$ cat src/rtl/spread_pkg.sv
// Shared types and defaults for the spread scheduler: FSM state encoding,
// the tagged quote record and the default refresh/timeout constants.
package spread_pkg;

  typedef enum logic [1:0] {
    IDLE  = 2'd0,
    ISSUE = 2'd1,
    WAIT  = 2'd2
  } sched_state_e;

  localparam int DEFAULT_REFRESH_PERIOD = 1024;
  localparam int DEFAULT_RESP_TIMEOUT   = 16;

  // The quote record is sized for the widest supported configuration;
  // the scheduler zero-extends into it and slices back out.
  localparam int QUOTE_SYM_MAX_W  = 8;
  localparam int QUOTE_DATA_MAX_W = 64;

  typedef struct packed {
    logic [QUOTE_SYM_MAX_W-1:0]  symbol;
    logic [QUOTE_DATA_MAX_W-1:0] spread;
  } quote_t;

endpackage

$ cat src/rtl/spread_scheduler_rr_arbiter.sv
// Combinational round-robin arbiter: grants the first requesting index
// strictly after the last grant, wrapping. The pointer lives in the caller.
module rr_arbiter #(
  parameter int N = 4,
  parameter int W = $clog2(N)
) (
  input  logic [N-1:0] req,
  input  logic [W-1:0] last,
  input  logic         en,
  output logic [W-1:0] gnt,
  output logic         gnt_valid
);

  logic [W-1:0] idx;

  // Scan from the farthest offset down so the nearest requester wins.
  always_comb begin
    gnt       = '0;
    gnt_valid = 1'b0;
    idx       = '0;
    for (int i = N; i >= 1; i--) begin
      idx = W'((int'(last) + i) % N);
      if (en && req[idx]) begin
        gnt       = idx;
        gnt_valid = 1'b1;
      end
    end
  end

endmodule

$ cat src/rtl/spread_scheduler.sv
// Time-shares one spread datapath between NUM_SYMBOLS channels with a periodic
// forced refresh. Optional SPREAD_SCHED_STATS_EN adds issue/timeout counters.
module spread_scheduler
  import spread_pkg::*;
#(
  parameter int DATA_WIDTH     = 32,
  parameter int NUM_SYMBOLS    = 4,
  parameter int SYM_W          = $clog2(NUM_SYMBOLS),
  parameter int REFRESH_PERIOD = DEFAULT_REFRESH_PERIOD,
  parameter int RESP_TIMEOUT   = DEFAULT_RESP_TIMEOUT
) (
  input  logic                  i_clk,
  input  logic                  i_reset,
  input  logic                  i_vol_valid,
  input  logic [SYM_W-1:0]      i_vol_symbol,
  input  logic [DATA_WIDTH-1:0] i_volatility,
  input  logic [DATA_WIDTH-1:0] i_curr_time,
  output logic                  o_req_valid,
  output logic [DATA_WIDTH-1:0] o_req_volatility,
  output logic [DATA_WIDTH-1:0] o_req_time,
  input  logic                  i_resp_valid,
  input  logic [DATA_WIDTH-1:0] i_resp_spread,
  output logic                  o_quote_valid,
  output logic [SYM_W-1:0]      o_quote_symbol,
  output logic [DATA_WIDTH-1:0] o_quote_spread,
  output logic                  o_busy,
  output logic                  o_err_timeout
`ifdef SPREAD_SCHED_STATS_EN
  ,
  output logic [15:0]           o_stat_issued,
  output logic [15:0]           o_stat_timeouts
`endif
);

  localparam int REF_W = (REFRESH_PERIOD > 1) ? $clog2(REFRESH_PERIOD) : 1;
  localparam int TMO_W = (RESP_TIMEOUT > 1) ? $clog2(RESP_TIMEOUT) : 1;

  sched_state_e           state_q, state_d;
  logic [NUM_SYMBOLS-1:0] pending_q, pending_d, seen_q;
  logic [DATA_WIDTH-1:0]  vol_q [NUM_SYMBOLS];
  logic [REF_W-1:0]       ref_cnt_q;
  logic [TMO_W-1:0]       tmo_cnt_q;
  logic [SYM_W-1:0]       last_q, gnt_q, arb_gnt;
  logic                   arb_valid, grant;
  logic                   refresh_wrap, resp_hit, tmo_hit;
  logic                   req_valid_d, quote_valid_d, err_d;
  quote_t                 quote_q;
  logic                   unused_quote;

  rr_arbiter #(.N(NUM_SYMBOLS), .W(SYM_W)) u_arb (
    .req       (pending_q & seen_q),
    .last      (last_q),
    .en        (state_q == IDLE),
    .gnt       (arb_gnt),
    .gnt_valid (arb_valid)
  );

  assign grant        = (state_q == IDLE) && arb_valid;
  assign refresh_wrap = (ref_cnt_q == REF_W'(REFRESH_PERIOD - 1));
  // A response on the final WAIT cycle wins over the timeout.
  assign resp_hit     = (state_q == WAIT) && i_resp_valid;
  assign tmo_hit      = (state_q == WAIT) && !i_resp_valid &&
                        (tmo_cnt_q == TMO_W'(RESP_TIMEOUT - 1));

  always_comb begin
    state_d = state_q;
    case (state_q)
      IDLE:    if (arb_valid) state_d = ISSUE;
      ISSUE:   state_d = WAIT;
      WAIT:    if (resp_hit || tmo_hit) state_d = IDLE;
      default: state_d = IDLE;
    endcase
  end

  always_comb begin
    req_valid_d   = (state_q == ISSUE);
    quote_valid_d = resp_hit;
    err_d         = tmo_hit;
    o_busy        = (state_q != IDLE);
  end

  // Sets are applied after the grant clear so a same-cycle update re-arms it.
  always_comb begin
    pending_d = pending_q;
    if (grant) pending_d[arb_gnt] = 1'b0;
    if (tmo_hit) pending_d[gnt_q] = 1'b1;
    if (refresh_wrap) pending_d = pending_d | seen_q;
    if (i_vol_valid) pending_d[i_vol_symbol] = 1'b1;
  end

  always_ff @(posedge i_clk) begin
    if (i_reset) begin
      state_q          <= IDLE;
      pending_q        <= '0;
      seen_q           <= '0;
      ref_cnt_q        <= '0;
      tmo_cnt_q        <= '0;
      last_q           <= '0;
      gnt_q            <= '0;
      o_req_valid      <= 1'b0;
      o_req_volatility <= '0;
      o_req_time       <= '0;
      o_quote_valid    <= 1'b0;
      o_err_timeout    <= 1'b0;
      quote_q          <= '0;
      for (int i = 0; i < NUM_SYMBOLS; i++) vol_q[i] <= '0;
    end else begin
      state_q       <= state_d;
      pending_q     <= pending_d;
      ref_cnt_q     <= refresh_wrap ? '0 : ref_cnt_q + 1'b1;
      o_req_valid   <= req_valid_d;
      o_quote_valid <= quote_valid_d;
      o_err_timeout <= err_d;
      if (i_vol_valid) begin
        vol_q[i_vol_symbol]  <= i_volatility;
        seen_q[i_vol_symbol] <= 1'b1;
      end
      if (grant) begin
        gnt_q            <= arb_gnt;
        last_q           <= arb_gnt;
        o_req_volatility <= vol_q[arb_gnt];
        o_req_time       <= i_curr_time;
      end
      if (state_q == ISSUE) tmo_cnt_q <= '0;
      else if (state_q == WAIT) tmo_cnt_q <= tmo_cnt_q + 1'b1;
      if (resp_hit) begin
        quote_q.symbol <= QUOTE_SYM_MAX_W'(gnt_q);
        quote_q.spread <= QUOTE_DATA_MAX_W'(i_resp_spread);
      end
    end
  end

  assign o_quote_symbol = quote_q.symbol[SYM_W-1:0];
  assign o_quote_spread = quote_q.spread[DATA_WIDTH-1:0];
  assign unused_quote   = ^quote_q;

`ifdef SPREAD_SCHED_STATS_EN
  always_ff @(posedge i_clk) begin
    if (i_reset) begin
      o_stat_issued   <= '0;
      o_stat_timeouts <= '0;
    end else begin
      if (o_req_valid && (o_stat_issued != 16'hFFFF))
        o_stat_issued <= o_stat_issued + 16'd1;
      if (o_err_timeout && (o_stat_timeouts != 16'hFFFF))
        o_stat_timeouts <= o_stat_timeouts + 16'd1;
    end
  end
`endif

endmodule

$ cat config.mk
export PLATFORM = sky130hd
export DESIGN_NAME = spread_scheduler
export DESIGN_NICKNAME = d
export VERILOG_FILES = /design/src/rtl/spread_pkg.sv /design/src/rtl/spread_scheduler_rr_arbiter.sv /design/src/rtl/spread_scheduler.sv
export SDC_FILE = /design/constraint.sdc
export NUM_CORES = 1
export LEC_CHECK = 0
export CORE_UTILIZATION = 35
export DETAILED_ROUTE_END_ITERATION = 6
export PLACE_DENSITY = 0.61
export SYNTH_ARGS = -nofsm -noshare
export SYNTH_HDL_FRONTEND = slang
export SYNTH_SLANG_ARGS = --single-unit
$ cat constraint.sdc
create_clock -name i_clk -period 5.85 [get_ports i_clk]
set_clock_uncertainty 0.15 [all_clocks]
set_input_delay 1.17 -clock i_clk [delete_from_list [all_inputs] [get_ports i_clk]]
set_output_delay 1.17 -clock i_clk [all_outputs]
set_load 0.01 [all_outputs]
; After elaboration in Yosys (flattened, before gate mapping)
; Memory sizes are Yosys's and may differ from the RTL's. A register that Yosys moved wholly into a read port is not among the register bits.
; Index checks and enable logic that the tools add are counted.
[word_totals]
ff_bits = 95
mem_bits_rw = 128
elab_cells = 98
memories = 1
[op_classes]
addsub = 6
n_lt_le_gt_ge = 10
n_eq_ne = 6
n_mux = 37
bitwise = 7
n_reduce_logical = 19
[mem_list]
columns = name, words, width, read_ports, rd_clocked_by_memory_dff, write_ports, line_no
row1 = vol_q, 4, 32, 1, 1, 4, spread_scheduler.sv:40  ; logic [DATA_WIDTH-1:0] vol_q [NUM_SYMBOLS];
[ops]
columns = cell, count
row1 = two-way mux 32 bit, 1
row2 = OR reduction 32 bit, 1
row3 = "< comparator 2 x 3 -> 1 bit, second input constant", 7
row4 = two-way mux 1 bit, 17
row5 = two-way mux 4 bit, 4
row6 = bitwise OR 4 bit, 4
row7 = two-way mux 2 bit, 7
row8 = logical AND 1 bit, 11
row9 = "adder 10 x 1 -> 10 bit, second input constant", 1
row10 = "equality test 10 bit, second input constant", 1
row11 = AND 4 bit, 2
row12 = binary-select mux 1 bit (select 2 bit), 4
row13 = demux 1 bit (select 2 bit), 3
row14 = "greater-or-equal comparator 2 x 1 -> 1 bit, second input constant", 3
row15 = case mux 2 bit (3 select lines), 1
row16 = "adder 2 x 1 -> 2 bit, second input constant", 2
row17 = "adder 2 bit, second input constant", 2
row18 = "adder 4 x 1 -> 4 bit, second input constant", 1
row19 = "equality test 4 bit, second input constant", 1
row20 = NOT 4 bit, 1
row21 = OR reduction 2 bit, 2
row22 = "equality test 2 x 1 -> 1 bit, second input constant", 1
row23 = "equality test 2 bit, second input constant", 1
row24 = zero test 2 bit, 1
row25 = 6 further kinds, 6

; Depth between registers and ports, before layout
; Gate-level depths: netlist (run 1).
[logic_depth]
depth_word = 21
ltp_mapped = 12
ltp_nobuf = 8

; By module
; From an unflattened synthesis (run 1), not the netlist that was laid out.
[hier_totals]
hier_cells = 950
area_unflattened_um2 = 10099.7
[by_module_without_submodules]
columns = module, n_inst, cells_per_inst, area_each_um2, seq_area_each_um2
row1 = spread_scheduler, 1, 926, 9953.3, 6386.1
row2 = rr_arbiter, 1, 24, 146.4, 0.0

; Worst setup path before layout (run 1)
; No wires, ideal clock.
[synth_path]
kind = input-to-reg
start = input port i_vol_valid
end = memory vol_q[0][0] (enable)
setup_time_ns = 0.394
t_arrival_ns = 2.726
t_required_ns = 5.306
path_slack_ns = 2.580
path_stages = 4
path_cell_list = clkbuf_1 -> or3b_2 -> clkbuf_1 -> nand2b_1
[synth_lines]
columns = element, line_no
row1 = from (decl), spread_scheduler.sv:14  ; input logic i_vol_valid,
row2 = to (decl), spread_scheduler.sv:40

; Final worst setup path (run 1)
[layout_path]
start = register state_q[1]
end = output port o_busy
[layout_via]
elab_chain_cells = 1
[layout_lines]
columns = element, line_no
row1 = from (decl), spread_scheduler.sv:38  ; sched_state_e state_q, state_d;
row2 = from (signal assigned), spread_scheduler.sv:108  ; state_q <= state_d;
row3 = nonzero test 2 bit, spread_scheduler.sv:79  ; o_busy = (state_q != IDLE);
row4 = to (decl), spread_scheduler.sv:26  ; output logic o_busy,
; No other way between the ends.

==> metrics.md, run 1 <==
| Metric | Value |
|---|---|
| Met1 track demand over resource in global routing | 0.205 |
| Quantity of hold-fixing buffers added after cts | 0 |
| Starting Density | 0.357 |
| Number of DRC markers in iteration 0 | between 400 and 500 |
| Cell internal power dissipation | 0.00310 W |
| Count of nets left with antenna violations after detail routing | 0 |
| First-pass GRT wire length | ~42000 um |
| Actual slew at the worst max-slew pin | about 1.1 ns |
| Flip-flop and latch count after synthesis | about 260 |
| Net Count, Synth | between 1000 and 1500 |
| Total of cells resized after clock tree synthesis | 0 |
| Ratio of routed vias to standard cells | between 4 and 5 |
| Yosys warning total | 0 |
| Post-synth top area share | 0.362 |
| Routability Congestion | 0.766 |
| Floorplan die height | 176 um |
| Post-CTS clock slew at the launch and capture registers of the worst setup and hold paths | approximately 0.06 ns |
| IO Pins | around 200 |
| Fin crit share | 0.672 |
| Main area contributors after synthesis | edfxtp_1 (36%), dfxtp_1 (24%), nand2_1 (8.0%) |
| Number of hold-slack violations in the final timing report | 0 |
| Ys flop type | edfxtp_1 |
| Sequential area share after synthesis | 0.602 |
| Remaining global-route overflow | 0 |
| Critical path launch point type | flop |
| Result of the run | completed |
| Number of CTS-inserted buffers | 29 |
| Synth Area per Inst | approximately 9.5 sq um |
| Port Buffers | slightly above 200 |
| Switching Power | 0.000944 W |
| Area of the die | between 0.03 and 0.04 sq mm |
| Largest net degree at the start of global routing | 70 |
| Number of flops mapped to enable cells by yosys | 128 |
| Htree depth | 1 |
| Diodes inserted | 0 |
| Via count of the first global-routing pass | 7867 |
| Core Util, Final | 0.465 |
| Worst slew slack as a fraction of its limit | 0.243 |
| Clk sinks | between 200 and 300 |
| Part of the power in registers | 0.497 |
| CTS tree | yes |
| Commonest non-fill, non-tap cell in the layout | nand2_1 |
| Setup CP Type | flop to output port |
| Number of remaining DRC errors | 0 |
| Fraction of registers with async set/reset | 0 |
| Combinational fraction of design power | 0.080 |
| Clock Path Buffers | 3 |
| Hold Path Class | flop to flop |
| Final nets | roughly 1400 |
| Worst-skew pair later-pin latency | ~0.57 ns |
| Maximum Capacitance Violations | 0 |
| Pleak | 5.11 nW |
| Total via count in the routed design | just over 8000 |
| Final critical-path setup slack | between 1.5 and 2 ns |
| Setup bufs post-CTS | 0 |
| Count of final max-slew check failures | 0 |
| Setup repair after global routing missed its margin | no |
| Max FO, Critical Path | 30 |
| Peak VDD IR | 0.251 mV |
| Clock root buffer | clkbuf_16 |
| Data arrival time of the critical path | between 2 and 3 ns |
| Power per cell area | a little under 300 mW/mm^2 |
| Top library cells by usage in the layout, fill and taps aside | nand2_1 (227), nor2_1 (225), clkdlybuf4s50_1 (202) |
| Share of cells above drive strength 1 | 0.0674 |
| Met3 Track Usage GR | 0.0258 |
| Signed area change from the synthesized netlist to the final layout | 30.3% |
| First-pass iteration count of the detailed router | 7 |
| Max Clk Rate | roughly 250 MHz |
| Met2 GRT Util | 0.309 |
| Number of instances in the synthesized netlist | roughly 1100 |
| Synthesized cell area | roughly 0.011 sq mm |
| Wire length per cell after detailed routing | around 16 um |
| Pre-CTS worst setup slack | roughly 1.9 ns |
| Clock share of power | 0.423 |
| Switching part of the total | 0.233 |
| Final critical delay including setup and external delays | between 3 and 4 ns |
| Final setup vio count | 0 |
| Area of the core | between 0.02 and 0.03 sq mm |
| Layer carrying the most global-route usage | met2 |
| Cell variety after synth | 52 |
| Die X | roughly 180 um |
| Endpoint class of the critical path | output port |
| Estimated wirelength of the detail-placed design | between 15000 and 20000 um |
| Critical Path RT | 4.53 ns |
| Tot GR Track Use | 0.170 |
| Antenna violations before repair | 0 |
| Number of standard-cell rows in the floorplan | 63 |
| Cell taking the most area after synthesis | edfxtp_1 |
| Total wirelength of the detailed-routed design | about 27000 um |
| Total negative slack for setup checks | 0 ns |
## critical path, cell delays in order (launching register included)
cell	delay [ns]
dfxtp_1	0.64
or2_2	0.73
clkdlybuf4s50_1	0.69
## registers in the layout, summed over array words and instances, names as in the netlist, 4 cells and up
name and flops:
o_req_time 32, vol_q 128, seen_q 4, o_req_volatility 32, pending_q 4, tmo_cnt_q 4
ref_cnt_q 10, o_quote_spread 32
## power groups by stage
stage	sequential, W	combinational (W)	clock (W)
floorplan	0.00205	0.000158	0
global placement	0.00204	0.000322	0
detailed placement	0.00205	0.000326	0
CTS	0.00201	0.000328	0.00176
global route	0.00202	0.000356	0.00183
finish	0.00201	0.000323	0.00171
## cell type report
cell class / instances / area (sq um)
Clock buffer: 42 / 825
Clock inverter: 11 / 78.8
Fill cell: 2818 / 15900
Inverter: 51 / 191
Multi-Input combinational cell: 732 / 3740
Sequential cell: 255 / 6390
Tap cell: 390 / 488
Timing Repair Buffer: 215 / 2120
## final timing paths
| path | start | to | slack [ns] | depth (start not counted) |
|---|---|---|---|---|
| worst max-delay path | state_q[1]$_SDFFE_PP0P_ | o_busy | 1.92 | 2 |
| worst min-delay path | o_quote_spread[22]$_SDFFE_PP0P_ | o_quote_spread[22]$_SDFFE_PP0P_ | 0.30 | 2 |
| worst max register to register | gnt_q[0]$_SDFFE_PP0N_ | o_req_volatility[31]$_SDFFE_PP0N_ | 2.12 | 9 |
| worst min register to register | o_quote_spread[22]$_SDFFE_PP0P_ | o_quote_spread[22]$_SDFFE_PP0P_ | 0.30 | 2 |
## cells in the mapped netlist, types with 3 or more instances
master    instances
mux2i_1          27
ha_1              6
and3_1            4
nor2_1          225
o21ai_1           8
edfxtp_1        128
nand2b_1          6
xor2_1            4
buf_1             3
nor3b_1           5
inv_1            50
a31oi_1          29
buf_2            10
o21ai_0          21
nand3b_1          6
a21oi_1          77
nand3_1           9
o211ai_2          7
o211ai_1         22
nor2b_1           5
clkbuf_1         60
buf_4             5
nand2_1         227
dfxtp_1         127
xnor2_1           5
a311oi_2          7
## routing by layer
| metal | vias to the layer above | part of all wire |
|---|---|---|
| li1 | 4080 | - |
| met2 | 250 | 0.50 |
| met4 | 0 | 0.026 |
| met5 | - | 0 |
| met1 | 3812 | 0.42 |
| met3 | 50 | 0.055 |
## stage by stage
stage          cells  power [W]  cell area [sq um]  hold slack, ns
2_1_floorplan   1117    0.00220              10600           0.276
3_3_place_gp    1643    0.00237              12900           0.291
3_5_place_dp    1643    0.00237              12900           0.296
4_1_cts         1696    0.00409              13800           0.304
5_1_grt         1696    0.00420              13800           0.317
6_report        1696    0.00404              13800           0.301
## logic make-up (layout without fill, tap and decap cells)
group | Yosys count | after routing | share of synthesized area
simple gates | 500 | 500 | 0.189
flops | 255 | 255 | 0.602
compound gates | 187 | 187 | 0.114
buf+inv | 130 | 319 | 0.0496
mux | 30 | 30 | 0.0308
xor+xnor | 9 | 9 | 0.00743
fa+ha+maj | 6 | 6 | 0.00707
(Power assumes the default switching activity.)
==> run 2, diff against run 1 <==
Clock period 5.85 ns to 3.7 ns, I/O delays scaled along.
==> run 2 against run 1 <==
Against the previous run: clock-buffer cell count down 8; clock power up 64%; non-clock buffer count up 12; first-iteration DRC count up 30%; via count up 0.62%; global-route usage up 0.22 points; sequential power up 58%; final area up 1.4%; cell count up 0.35%; sequential share of layout area down 0.62 points; critical path depth unchanged; largest cell class unchanged; highest routed layer unchanged.
==> metrics.md, run 2 (synthesized netlist as in run 1, its figures left out) <==
| Metric | Value |
|---|---|
| Result of the run | completed |
| Hold Path Class | flop to flop |
| Power per cell area | approximately 460 mW/mm^2 |
| IO Pins | ~200 |
| Setup repair after global routing missed its margin | no |
| Area of the core | ~0.030 sq mm |
| Critical Path Max Stage Delay | approximately 0.64 ns |
| Diodes inserted | 0 |
| Htree depth | 1 |
| Max Clk Rate | about 310 MHz |
| Tot GR Track Use | 0.172 |
| Setup CP Type | flop to output port |
| Final setup vio count | 0 |
| Worst slew slack as a fraction of its limit | 0.481 |
| Final nets | ~1400 |
| Crit-path slowest cell | clkdlybuf4s50_1 |
| Data arrival time of the critical path | between 2 and 2.5 ns |
| Fin crit share | 0.862 |
| Actual slew at the worst max-slew pin | around 0.78 ns |
| Peak VDD IR | roughly 0.33 mV |
| Post-CTS clock slew at the launch and capture registers of the worst setup and hold paths | 0.07 ns |
| Remaining global-route overflow | 0 |
| Antenna violations before repair | 0 |
| Top library cells by usage in the layout, fill and taps aside | nand2_1 (227), nor2_1 (225), clkdlybuf4s50_1 (202) |
| Number of flip-flops in the largest register | ~130 |
| Area of the die | about 0.031 sq mm |
| Routability Congestion | ~0.82 |
| Number of DRC markers in iteration 0 | about 530 |
| Share of cells above drive strength 1 | 0.0755 |
| Max FO, Critical Path | 17 |
| Cell depth of the worst flop-to-flop path | 8 |
| Clock Path Buffers | 3 |
| Total of cells resized after clock tree synthesis | 0 |
| Setup bufs post-CTS | 0 |
| Count of nets left with antenna violations after detail routing | 0 |
| Total via count in the routed design | between 8000 and 9000 |
| Largest net degree at the start of global routing | roughly 120 |
| Starting Density | 0.357 |
| First-pass GRT wire length | about 42000 um |
| Final critical delay including setup and external delays | approximately 3.2 ns |
| Count of final max-slew check failures | 0 |
| Total negative slack for setup checks | 0 ns |
| Wire length per cell after detailed routing | approximately 16 um |
| Crit-path cells | or2_2 > clkdlybuf4s50_1 |
| Number of remaining DRC errors | 0 |
| Pleak | approximately 5.2 nW |
| CTS tree | yes |
| Commonest non-fill, non-tap cell in the layout | nand2_1 |
| Port Buffers | approximately 200 |
| Floorplan die height | between 150 and 200 um |
| Ratio of routed vias to standard cells | roughly 4.8 |
| First-pass iteration count of the detailed router | 5 |
| Number of standard-cell rows in the floorplan | 63 |
| Via count of the first global-routing pass | 7939 |
| Number of hold-slack violations in the final timing report | 0 |
| Clock root buffer | clkbuf_16 |
| Die X | approximately 180 um |
| Critical Path RT | between 2 and 3 ns |
| Worst-skew pair later-pin latency | approximately 0.55 ns |
| Number of CTS-inserted buffers | 27 |
| Register name with the most flops | vol_q |
| Total wirelength of the detailed-routed design | about 27000 um |
| Estimated wirelength of the detail-placed design | about 17000 um |
| Endpoint class of the critical path | output port |
| Maximum Capacitance Violations | 0 |
| Clk sinks | 255 |
| Core Util, Final | 0.472 |
| Quantity of hold-fixing buffers added after cts | 0 |
| Number of cells on the worst hold path | 2 |
| Critical path launch point type | flop |
| Signed area change from the synthesized netlist to the final layout | 32.1% |
==> run 2: changes by cell type in the layout (fill, tap and decap cells not counted) <==
cell / change
buf_12: +7
buf_4: +5
bufinv_16: +4
clkbuf_1: -4
clkbuf_16: -2
clkbuf_8: -2
clkinv_1: -1
clkinv_2: +1
inv_4: -1
inv_8: -1
==> run 2: layout make-up <==
class | instances | area (sq um)
inverter | 51 | 191
sequential | 255 | 6390
clock buffer | 34 | 732
fill | 2769 | 15700
clock inverter | 13 | 183
tap | 390 | 488
multi-input combinational | 732 | 3740
timing repair buffer | 227 | 2300
==> run 2: routing by layer <==
metal	part of all wire	GRT usage	routed length (um)
met1	0.42	0.220	11600
met2	0.48	0.296	13200
met3	0.065	0.0258	1780
met4	0.027	0.0580	748
met5	0	0	0
==> run 2: stage by stage <==
step	total power [W]	instance area [sq um]	instances	hold slack [ns]	worst slack, ns
after floorplan	0.00348	10600	1117	0.276	0.860
after global placement	0.00377	13100	1655	0.291	0.719
after detailed placement	0.00377	13100	1655	0.297	0.607
after CTS	0.00659	14000	1702	0.305	0.467
after global routing	0.00675	14000	1702	0.318	0.373
final	0.00651	14000	1702	0.303	0.512
==> run 2: final timing paths <==
kind	startpoint	to	slack, ns
max	state_q[1]$_SDFFE_PP0P_	o_busy	0.51
max reg2reg	gnt_q[0]$_SDFFE_PP0N_	o_req_volatility[11]$_SDFFE_PP0N_	0.59
min reg2reg	o_quote_spread[22]$_SDFFE_PP0P_	o_quote_spread[22]$_SDFFE_PP0P_	0.30
min	o_quote_spread[22]$_SDFFE_PP0P_	o_quote_spread[22]$_SDFFE_PP0P_	0.30
==> run 2: where the power goes <==
part	switching [W]	internal (W)	total [W]
Clock	0.00112	0.00168	0.00280
Combinational	0.000284	0.000249	0.000532
Sequential	0.0000638	0.00312	0.00318
==> run 2: critical path: cells and delay by family, from the launching register on <==
| kind | cells | cell delay (ns) |
|---|---|---|
| buffers and inverters | 1 | 0.64 |
| flip-flops | 1 | 0.62 |
| AND/OR/NAND/NOR | 1 | 0.49 |
